### src/rtl/sky_cycle_if.sv
// Control inputs and sky-state outputs shared by the day/night sequencer
// and its consumers.
interface sky_cycle_if;
  logic        frame;
  logic        pause;
  logic        force_night;
  logic [15:0] frame_count;
  logic [7:0]  fade_level;
  logic [1:0]  phase;
  logic        phase_change;

  modport master (
    output frame, pause, force_night,
    input  frame_count, fade_level, phase, phase_change
  );

  modport slave (
    input  frame, pause, force_night,
    output frame_count, fade_level, phase, phase_change
  );
endinterface

### src/rtl/sky_cycle_ctrl.sv
// Day/night sequencer: counts frames and runs DAY -> DUSK -> NIGHT -> DAWN,
// producing the fade level used by the star overlay and sky colour stages.
module sky_cycle_ctrl #(
  parameter int unsigned DAY_FRAMES   = 240,
  parameter int unsigned NIGHT_FRAMES = 240,
  parameter int unsigned STEP         = 4,
  parameter int unsigned STEP_DIV     = 2
) (
  input  logic         clk_pix,
  input  logic         rst_n,
  sky_cycle_if.slave   bus
);

  localparam int unsigned HOLD_W = 16;
  localparam int unsigned DIV_W  = 8;
  localparam int unsigned FADE_W = 8;

  localparam logic [HOLD_W-1:0] DAY_LAST   = HOLD_W'(DAY_FRAMES - 1);
  localparam logic [HOLD_W-1:0] NIGHT_LAST = HOLD_W'(NIGHT_FRAMES - 1);
  localparam logic [DIV_W-1:0]  DIV_LAST   = DIV_W'(STEP_DIV - 1);
  localparam logic [FADE_W-1:0] STEP_B     = FADE_W'(STEP);
  localparam logic [FADE_W-1:0] FADE_MAX   = FADE_W'(255);

  typedef enum logic [1:0] {
    PH_DAY   = 2'd0,
    PH_DUSK  = 2'd1,
    PH_NIGHT = 2'd2,
    PH_DAWN  = 2'd3
  } phase_e;

  phase_e              state_q, state_d;
  logic [HOLD_W-1:0]   hold_q, hold_d;
  logic [DIV_W-1:0]    div_q, div_d;
  logic [FADE_W-1:0]   fade_q, fade_d;
  logic [15:0]         fcnt_q, fcnt_d;
  logic                pc_q, pc_d;
  logic [FADE_W:0]     ramp_up;

  // State register
  always_ff @(posedge clk_pix or negedge rst_n) begin
    if (!rst_n) begin
      state_q <= PH_DAY;
      hold_q  <= '0;
      div_q   <= '0;
      fade_q  <= FADE_MAX;
      fcnt_q  <= '0;
      pc_q    <= 1'b0;
    end else begin
      state_q <= state_d;
      hold_q  <= hold_d;
      div_q   <= div_d;
      fade_q  <= fade_d;
      fcnt_q  <= fcnt_d;
      pc_q    <= pc_d;
    end
  end

  // Next-state: force_night beats pause; frame_count ignores both
  always_comb begin
    state_d = state_q;
    hold_d  = hold_q;
    div_d   = div_q;
    fade_d  = fade_q;
    fcnt_d  = fcnt_q;
    pc_d    = 1'b0;
    ramp_up = {1'b0, fade_q} + {1'b0, STEP_B};

    if (bus.frame) fcnt_d = fcnt_q + 16'd1;

    if (bus.force_night) begin
      state_d = PH_NIGHT;
      fade_d  = '0;
      hold_d  = '0;
      div_d   = '0;
      pc_d    = (state_q != PH_NIGHT);
    end else if (bus.frame && !bus.pause) begin
      case (state_q)
        PH_DAY: begin
          if (hold_q == DAY_LAST) begin
            state_d = PH_DUSK;
            hold_d  = '0;
            div_d   = '0;
            pc_d    = 1'b1;
          end else begin
            hold_d = hold_q + HOLD_W'(1);
          end
        end
        PH_DUSK: begin
          if (div_q == DIV_LAST) begin
            div_d  = '0;
            fade_d = (fade_q <= STEP_B) ? '0 : fade_q - STEP_B;
            if (fade_d == '0) begin
              state_d = PH_NIGHT;
              hold_d  = '0;
              pc_d    = 1'b1;
            end
          end else begin
            div_d = div_q + DIV_W'(1);
          end
        end
        PH_NIGHT: begin
          if (hold_q == NIGHT_LAST) begin
            state_d = PH_DAWN;
            hold_d  = '0;
            div_d   = '0;
            pc_d    = 1'b1;
          end else begin
            hold_d = hold_q + HOLD_W'(1);
          end
        end
        PH_DAWN: begin
          if (div_q == DIV_LAST) begin
            div_d  = '0;
            fade_d = (ramp_up >= {1'b0, FADE_MAX}) ? FADE_MAX : ramp_up[FADE_W-1:0];
            if (fade_d == FADE_MAX) begin
              state_d = PH_DAY;
              hold_d  = '0;
              pc_d    = 1'b1;
            end
          end else begin
            div_d = div_q + DIV_W'(1);
          end
        end
        default: ;
      endcase
    end
  end

  assign bus.frame_count  = fcnt_q;
  assign bus.fade_level   = fade_q;
  assign bus.phase        = state_q;
  assign bus.phase_change = pc_q;

endmodule

### src/flat_wrapper.sv
// flat-port wrapper written by rule: the top's interface ports become plain ports
module sky_cycle_ctrl_flat 
#(
  parameter int unsigned DAY_FRAMES   = 240,
  parameter int unsigned NIGHT_FRAMES = 240,
  parameter int unsigned STEP         = 4,
  parameter int unsigned STEP_DIV     = 2
)
  (clk_pix, rst_n, bus_frame, bus_pause, bus_force_night, bus_frame_count, bus_fade_level, bus_phase, bus_phase_change);
  sky_cycle_if bus_i ();
  input  logic clk_pix;
  input  logic rst_n;
  input wire logic [$bits(bus_i.frame)-1:0] bus_frame;
  input wire logic [$bits(bus_i.pause)-1:0] bus_pause;
  input wire logic [$bits(bus_i.force_night)-1:0] bus_force_night;
  output wire logic [$bits(bus_i.frame_count)-1:0] bus_frame_count;
  output wire logic [$bits(bus_i.fade_level)-1:0] bus_fade_level;
  output wire logic [$bits(bus_i.phase)-1:0] bus_phase;
  output wire logic [$bits(bus_i.phase_change)-1:0] bus_phase_change;
  assign bus_i.frame = bus_frame;
  assign bus_i.pause = bus_pause;
  assign bus_i.force_night = bus_force_night;
  assign bus_frame_count = bus_i.frame_count;
  assign bus_fade_level = bus_i.fade_level;
  assign bus_phase = bus_i.phase;
  assign bus_phase_change = bus_i.phase_change;
  sky_cycle_ctrl #(.DAY_FRAMES(DAY_FRAMES), .NIGHT_FRAMES(NIGHT_FRAMES), .STEP(STEP), .STEP_DIV(STEP_DIV)) u_core (.clk_pix(clk_pix), .rst_n(rst_n), .bus(bus_i));
endmodule
### config.mk
export PLATFORM = sky130hd
export DESIGN_NAME = sky_cycle_ctrl_flat
export DESIGN_NICKNAME = d
export VERILOG_FILES = /design/src/rtl/sky_cycle_if.sv /design/src/rtl/sky_cycle_ctrl.sv /design/src/flat_wrapper.sv
export SDC_FILE = /design/constraint.sdc
export NUM_CORES = 1
export LEC_CHECK = 0
export CORE_MARGIN = 2
export CORE_UTILIZATION = 63
export DETAILED_ROUTE_END_ITERATION = 10
export DONT_BUFFER_PORTS = 1
export PLACE_DENSITY = 0.82
export SYNTH_ARGS = -nofsm -noshare
export SYNTH_HDL_FRONTEND = slang
export SYNTH_SLANG_ARGS = --single-unit
### constraint.sdc
create_clock -name clk_pix -period 3.2 [get_ports clk_pix]
set_input_delay 0.32 -clock clk_pix [delete_from_list [all_inputs] [get_ports clk_pix]]
set_output_delay 0.32 -clock clk_pix [all_outputs]
set_load 0.02 [all_outputs]
Word level (Yosys, flattened, before mapping). Cells that the tools add are included.

Bits in registers: 51. Output and inout port bits: 27. Logic and storage cells: 76.

Muxes and demuxes: 37. Equal/unequal tests: 14. Add/subtract/negate cells: 5. Order comparisons: 2. Reductions and logical operators: 12.

Operators with widths (count): two-way mux 16 bit (7); two-way mux 8 bit (10); case mux 16 bit (3 select lines) (1); adder 16 x 1 -> 16 bit, second input constant (2); case mux 8 bit (2 select lines) (2); != test 3 x 2 -> 1 bit, second input constant (6); == test 16 x 8 -> 1 bit, second input constant (1); two-way mux 2 bit (8); adder 8 x 3 -> 9 bit, second input constant (1); greater-or-equal comparator 9 x 8 -> 1 bit, second input constant (1); adder 8 x 1 -> 8 bit, second input constant (1); == test 8 x 1 -> 1 bit, second input constant (1); == test 8 bit, second input constant (1); <= comparator 8 x 3 -> 1 bit, second input constant (1); logical NOT 8 bit (1); case mux 2 bit (4 select lines) (1); subtractor 8 x 3 -> 8 bit, second input constant (1); two-way mux 1 bit (7); AND reduction 7 bit (1); AND reduction 5 bit (1); == test 2 bit, second input constant (2); AND reduction 4 bit (1); OR reduction 2 bit (2); != test 3 x 1 -> 1 bit, second input constant (1); other kinds (9) (9).

Depth between registers and ports, before layout.
Depth in word-level cells: 9. Depth in mapped cells: 9.

Worst setup path after synthesis. No wires, ideal clock.

Kind: register to register. Start point: register u_core.fade_q[2], in the netlist u_core.bus.fade_level[2]. End point: register u_core.hold_q[14]. Arrival time: 2.502 ns. Library setup time: 0.070 ns. Path slack: 0.629 ns. Stages on the path, launching flop included: 9. Path buffers: 0. Path through: dfstp_2 inv_1 ha_1 nand4bb_1 a211o_1 o21ai_4 nand4_2 or4_1 nand3_1.

Word-level cells in the longest chain between the ends: 6. Elaborated cells on any way between the ends: 11. Classes of those cells: add/sub: 2; order compare: 2; eq/ne: 3; mux: 2; reduce/logical: 2.

Ends and longest elaborated chain: start: declaration (RTL line sky_cycle_ctrl.sv:34) `logic [FADE_W-1:0] fade_q, fade_d;`; start signal: assignment (RTL line sky_cycle_ctrl.sv:45) `fade_q <= FADE_MAX;`; start signal: assignment (RTL line sky_cycle_ctrl.sv:52) `fade_q <= fade_d;`; adder 8 x 3 -> 9 bit (RTL line sky_cycle_ctrl.sv:66) `ramp_up = {1'b0, fade_q} + {1'b0, STEP_B};`; greater-or-equal comparator 9 x 8 -> 1 bit (RTL line sky_cycle_ctrl.sv:114) `fade_d = (ramp_up >= {1'b0, FADE_MAX}) ? FADE_MAX : ramp_up[FADE_W-1:0];`; two-way mux 8 bit (RTL line sky_cycle_ctrl.sv:114); == test 8 bit (RTL line sky_cycle_ctrl.sv:115) `if (fade_d == FADE_MAX) begin`; != test 3 x 2 -> 1 bit (no line); AND reduction 5 bit (no line) (*); end signal: assignment (RTL line sky_cycle_ctrl.sv:50) `hold_q <= hold_d;`; end: declaration (RTL line sky_cycle_ctrl.sv:32) `logic [HOLD_W-1:0] hold_q, hold_d;`.

Every way passes the cells marked *; elsewhere a longest branch is shown, timed or not. A chain may end at the register's enable or synchronous reset.

Final worst setup path. Ends and elaborated chain as after synthesis.

==> qor.txt <==
Tightest Pin Transition = 0.615 ns
Slowest cell delay on critical path = 0.70 ns
DRC viols = 0
Mapped Cells = 329
Commonest non-fill, non-tap cell in the layout = dfrtp_1
CP Max Fanout = 13
Hold Path Origin = bus_force_night
Synth cell types = 60
Clock tree buffer depth = 2
Combinational Power Share = 0.087
Fillers = 358
Syn_nets = 346
Die Wd = 73.5 um
I/O Pins = 32
IR Drop Worst-Case VDD = 372 uV
Avg Inst Size Synth = 9.25 sq um
Hold Crit Class = in -> reg
Final Hold Viols = 0
Global-route wire length before repair = 10.5 mm
Post-route ant nets = 0
Most frequent cells in the layout = dfrtp_1 (43), nand2_1 (32), nand3_1 (24)
Outcome = completed
PD cells = 408 mW/mm^2
Number of port buffers = 0
Synth warn = 0
Final number of setup-violating endpoints = 0
Top post-synthesis cells by area = dfrtp_1 (35%), dfstp_2 (6.9%), ha_1 (4.9%), xnor2_1 (4.0%), nand3_1 (3.9%)
Synth-to-Final Area Change = 5.55%
DR vias = 2427
Hold Crit Depth = 1
Internal power = 908 uW
Hold WS = 0.0482 ns
Final Slew Violations = 0
Critical path endpoint category = flip-flop
Place WS = 0.264 ns
Setup WS post-layout = 0.239 ns
Worst skew pair latency = 0.31 ns
Synth top area share = 0.354
Worst path top cell family by delay = simple AND/OR/NAND/NOR gates
Routed vias/inst = 6.27
Vias in the first global route = 2255
Net load switching power = 402 uW
CTS tree = done
GRT Util Overall = 0.249
Crit Path Category = reg -> reg
Sink Count = 51
RR Endpoint = u_core.hold_q[14]
Share of cells above drive strength 1 = 0.102
Final clock skew = 0.0134 ns
Sw frac = 0.307
Detailed Place HPWL = 4.26 mm
Reg2reg start = u_core.bus.fade_level[2]
DR WL/cell = 15.7 um
Max Clk Rate = 338 MHz
Worst r2r path cells = 8
Largest net degree at the start of global routing = 52
Sequential fraction of the synthesis area = 0.423
WP buf/inv = 1
Setup Total Neg Slack = 0 ns
CTS root buf = clkbuf_8
CP Cell Sequence = inv_1, ha_1, nor2b_1, o211ai_1, o211ai_2, nand4_2, or4_1, nand3_1
Core Util, Final = 0.684
RSZ-0062 raised after global routing = no
Total grt overflow = 0
Final net count = 349
Startpoint type of the worst setup path = flip-flop
Starting Density = 0.648
Initial antenna violation count = 0
Worst rel slew slack = 0.589
Dpl cell area = 0.00308 sq mm
Number of synthesized flops with an enable pin = 0
CP max stage cell = dfstp_2
Die Height = 73.5 um
Reg power frac = 0.612
Synth Flop Type = dfrtp_1
Hold EP = u_core.hold_q[0]
Diodes inserted = 0
Clock network power share = 0.301
Initial DRC count = 251
Post-CTS setup buffers = 0
CTS Buf Count = 5
Clk pin slew, worst setup/hold paths = 0.10 ns
Rows = 25
CP arrival = 3.21 ns
LEAKAGE = 1.35 nW
Data required time at the worst endpoint = 3.45 ns
Mapped cell area = 0.00304 sq mm
Drt first pass iters = 4
Yosys top cell by area = dfrtp_1
Max Cap Violations = 0
GPL Wtd Cong = 0.870
Core area = 0.00469 sq mm
H-tree depth = 2
Asr flop ratio synth = 1.00
Final Cycle Share = 0.925
Die area = 0.00540 sq mm
DRT Wirelength = 6.08 mm
Finished Cell Area = 0.00321 sq mm
Fin crit period = 2.96 ns
Reg-to-reg setup timing slack = 0.24 ns
Yosys reg bits = 51
-- synth_stat cells (all sizes together) (2+ instances only) --
library cell	count
o211ai	4
nand2b	3
a31oi	2
clkbuf	4
a41oi	2
xnor2	14
inv	15
o21ai	25
ha	12
xor2	6
buf	5
nand3	25
nor3	4
or2	3
nor3b	3
nor2	23
a21oi	16
nor2b	7
dfstp	8
nand2	32
a21o	4
a211oi	2
o21bai	3
o21a	3
and3	8
nand4	7
dfrtp	43
and4	2
or3	16
nor4	2
o31ai	6
or4	3
mux2i	2
-- per-stage QoR --
stage	total power, mW	std cells
after floorplan	0.884	329
after global placement	0.905	377
after detailed placement	0.912	377
after CTS	1.32	387
after global routing	1.37	387
final	1.31	387
-- worst reg2reg max path: stages, from the launching register on --
cell      delay (ns)
dfstp_2         0.70
inv_1           0.11
ha_1            0.36
nor2b_1         0.16
o211ai_1        0.12
o211ai_2        0.53
nand4_2         0.28
or4_1           0.54
nand3_1         0.10
-- per-layer routing --
metal	GRT usage	vias to the layer above	wire length, um
met5	0	-	0
met4	0.0747	0	64
met3	0.0741	6	362
met2	0.381	67	2840
met1	0.343	1164	2820
li1	-	1190	-
-- sequential cells by signal, indices dropped and copies added (netlist names) --
signal	flops
u_core.div_q	8
u_core.hold_q	16
u_core.bus.phase_change	1
u_core.bus.phase	2
u_core.bus.fade_level	8
u_core.bus.frame_count	16
-- worst max-delay path by stage --
stage                     cells after the start           endpoint                startpoint
after global placement                        8  u_core.hold_q[14]  u_core.bus.fade_level[2]
after CTS                                     8  u_core.hold_q[14]  u_core.bus.fade_level[2]
after detailed placement                      8  u_core.hold_q[14]  u_core.bus.fade_level[2]
final                                         8  u_core.hold_q[14]  u_core.bus.fade_level[2]
after global routing                          8  u_core.hold_q[14]  u_core.bus.fade_level[2]
after floorplan                               8  u_core.hold_q[14]  u_core.bus.fade_level[2]
-- layout make-up --
| class | instances | area (sq um) | share of cell area |
|---|---|---|---|
| multi-input combinational | 254 | 1640 | 0.512 |
| sequential | 51 | 1290 | 0.401 |
| clock buffer | 5 | 68.8 | 0.0214 |
| tap | 54 | 67.6 | 0.0210 |
| timing repair buffer | 5 | 60.1 | 0.0187 |
| inverter | 15 | 56.3 | 0.0175 |
| clock inverter | 3 | 27.5 | 0.00857 |
-- power by group through the flow --
| stage | sequential [mW] | clock, mW | combinational (mW) |
|---|---|---|---|
| floorplan | 0.800 | 0 | 0.0843 |
| global placement | 0.811 | 0 | 0.0934 |
| detailed placement | 0.813 | 0 | 0.0990 |
| CTS | 0.802 | 0.406 | 0.117 |
| global route | 0.811 | 0.425 | 0.132 |
| finish | 0.801 | 0.394 | 0.115 |
-- what timing repair did --
| item | CTS | global route |
|---|---|---|
| hold buffers | 2 | 0 |
| endpoints found under the hold margin | 51 | 0 |
| endpoints found under the setup margin | 0 | 0 |
| gates resized for setup | 0 | 0 |
-- cells by family (layout without fill, tap and decap cells) --
group                    after synthesis  in the layout  synth area share
AO/OA/AOI/OAI                         75             75             0.164
AND/OR/NAND/NOR                      144            144             0.260
XOR/XNOR                              20             20            0.0576
buffers and inverters                 24             28            0.0366
adder cells (fa/ha/maj)               12             12            0.0494
multiplexers                           3              3            0.0103
flip-flops                            51             51             0.423
Power figures use the tool's default switching activity.
==> RTL edit: new RTL, same flow settings <==
`DAY_FRAMES` is set to 240 in 2 places; all go to 180.
--- a/src/rtl/sky_cycle_ctrl.sv
+++ b/src/rtl/sky_cycle_ctrl.sv
@@ -1,7 +1,7 @@
 // Day/night sequencer: counts frames and runs DAY -> DUSK -> NIGHT -> DAWN,
 // producing the fade level used by the star overlay and sky colour stages.
 module sky_cycle_ctrl #(
-  parameter int unsigned DAY_FRAMES   = 240,
+  parameter int unsigned DAY_FRAMES   = 180,
   parameter int unsigned NIGHT_FRAMES = 240,
   parameter int unsigned STEP         = 4,
   parameter int unsigned STEP_DIV     = 2
--- a/src/flat_wrapper.sv
+++ b/src/flat_wrapper.sv
@@ -1,7 +1,7 @@
 // flat-port wrapper written by rule: the top's interface ports become plain ports
 module sky_cycle_ctrl_flat 
 #(
-  parameter int unsigned DAY_FRAMES   = 240,
+  parameter int unsigned DAY_FRAMES   = 180,
   parameter int unsigned NIGHT_FRAMES = 240,
   parameter int unsigned STEP         = 4,
   parameter int unsigned STEP_DIV     = 2
Check against the original RTL: no difference found for any inputs over 10 cycles, from zero or initial values and one cycle with rst_n low; that may be too few to reach the edited logic, so the function may still have changed.
==> RTL edit against the original RTL <==
  * Design area is 6.5% higher
  * Clock skew is 0.0062 ns lower
  * First-iteration DRC count is 27% higher
  * Critical path depth stayed put
  * Synthesized area is 3.7% higher
  * Highest routed layer unchanged
  * Sequential cell count stayed put
  * Routed wire length is 18% higher
  * Setup slack worse by 0.13 ns
Power is not compared: it rests on default switching activity, and its combinational part moved more than twofold at a synthesized area within 25%.
==> RTL edit: results (changes against the original RTL) <==
Logic synthesis
  • Synth unique cells: 61 (+1.7%)
  • Most common library cells after synthesis: 43 x dfrtp_1, 32 x nor2_1, 29 x nand2_1
  • FFs w/ async S/R, synth: 100% (unchanged)
  • Post-Syn Nets: 358 (+3.5%)
  • Post-synthesis sequential area ratio: 40.8% (-1.5 points)
  • Yosys Warn Count: 0 (unchanged)
  • Area contributors post-synth: dfrtp_1 34%, dfstp_2 6.7%, ha_1 5.2%
  • Post-Syn Instances: 340 (+3.3%)

Finish
  • Layout cell share with drive strength beyond 1: 12.0% (+1.8 points)
  • Final net count: 368 (+5.4%)
  • Ant. Diodes: 0 (unchanged)

Global routing
  • First-pass GRT wire length: 12300 um (+17%)
  • Met3 Use GR: 6.16% (-1.2 points)
  • Met2 Usage GRT: 44.9% (+6.8 points)
  • Vias in the first global route: 2634 (+17%)
  • GR Util All Layers: 28.2% (+3.3 points)
  • Initial antenna violation count: 0 (unchanged)
  • Met1 Track Usage GR: 38.9% (+4.6 points)

Detailed routing
  • Iter 0 DRT Violations: 320 (+27%)
  • Drt first pass iters: 5 (+1)
  • Vias per inst: 6.49 (+3.5%)
  • Met2 wire length: 3540 um (+25%)
  • Routed wl met3: 414 um (+14%)
  • Wl on met1: 3170 um (+12%)
  • Via count: 2714 (+12%)
  • WL final: 7190 um (+18%)

Placed design
  • Place WS: 0.0850 ns (-0.178 ns)
  • Placed cell areas: 0.00325 mm^2 (+5.7%)
  • Hpwl dp: 5000 um (+17%)
  • GPL Wtd Cong: 0.973 (+12%)
  • I/O Buffers: 0 (unchanged)
  • Inst Count DP: 405 (+7.4%)

Hold path
  • Worst hold-check path type: input port to flip-flop
  • Hold Path Stages: 1 (unchanged)

Critical path
  • Critical Path Fanout Max: 4 (-9)
  • CP max stage delay: 0.56 ns (-0.14 ns)
  • Data arrival, critical path: 3.30 ns (+0.09 ns)

Clock network
  • CTS max path bufs: 2 (unchanged)
  • Post-CTS Setup Inserts: 0 (unchanged)
  • Hold Buf Count CTS: 2 (unchanged)
  • CTS buffer count: 5 (unchanged)
  • Cts repair resizes: 0 (unchanged)
  • H-tree Lvls: 2 (unchanged)
  • Worst-Skew Late Latency: 0.31 ns (about the same)

STA
  • Actual slew at the worst max-slew pin: 0.728 ns (+0.114 ns)
  • Final Skew: 0.00721 ns (-0.00616 ns)

Status
  • Status: complete, no violations

Power and ir drop
  • Leak: ~1.4 nW
[RTL edit: final cells by class]
class,instances,area [um^2]
sequential,51,1290
multi-input combinational,268,1800
tap,67,83.8
clock inverter,3,27.5
fill,371,1370
clock buffer,5,68.8
inverter,11,41.3
timing repair buffer,13,118
[RTL edit: logic make-up after synthesis]
family                   Yosys count  share of synthesized area [%]
AO/OA/AOI/OAI                     87                           20.3
XOR/XNOR                          19                           5.28
adder cells (fa/ha/maj)           13                           5.16
buffers and inverters             21                           2.78
flip-flops                        51                           40.8
multiplexers                       3                           1.03
AND/OR/NAND/NOR                  146                           24.7
[RTL edit: path summary, 6_finish.rpt]
check / from / to / slack, ns
worst min register to register: u_core.div_q[7]$_DFFE_PN0P_ / u_core.div_q[7]$_DFFE_PN0P_ / 0.47
min in group asynchronous: rst_n / u_core.bus.phase[0]$_DFFE_PN0P_ / 0.57
worst min-delay path: bus_force_night / u_core.hold_q[8]$_DFFE_PN0P_ / 0.05
worst max register to register: u_core.bus.fade_level[3]$_DFFE_PN1P_ / u_core.bus.phase[0]$_DFFE_PN0P_ / 0.11
worst max-delay path: u_core.bus.fade_level[3]$_DFFE_PN1P_ / u_core.bus.phase[0]$_DFFE_PN0P_ / 0.11
max in group asynchronous: rst_n / u_core.bus.fade_level[5]$_DFFE_PN1P_ / 2.35
[RTL edit: report_power, final]
| group | total (W) | switching (W) | internal [W] |
|---|---|---|---|
| clock network | 0.000398 | 0.000235 | 0.000162 |
| logic | 0.000305 | 0.000172 | 0.000133 |
| registers | 0.000832 | 0.000136 | 0.000696 |
[RTL edit: worst reg2reg max path, stage by stage, from the launching register on]
cell and delay [ns]:
dfstp_2 0.56, inv_2 0.06, ha_4 0.28, or4b_1 0.42, or4_4 0.44, a221oi_4 0.31, o211ai_1 0.25, or4_1 0.53
o211a_1 0.15
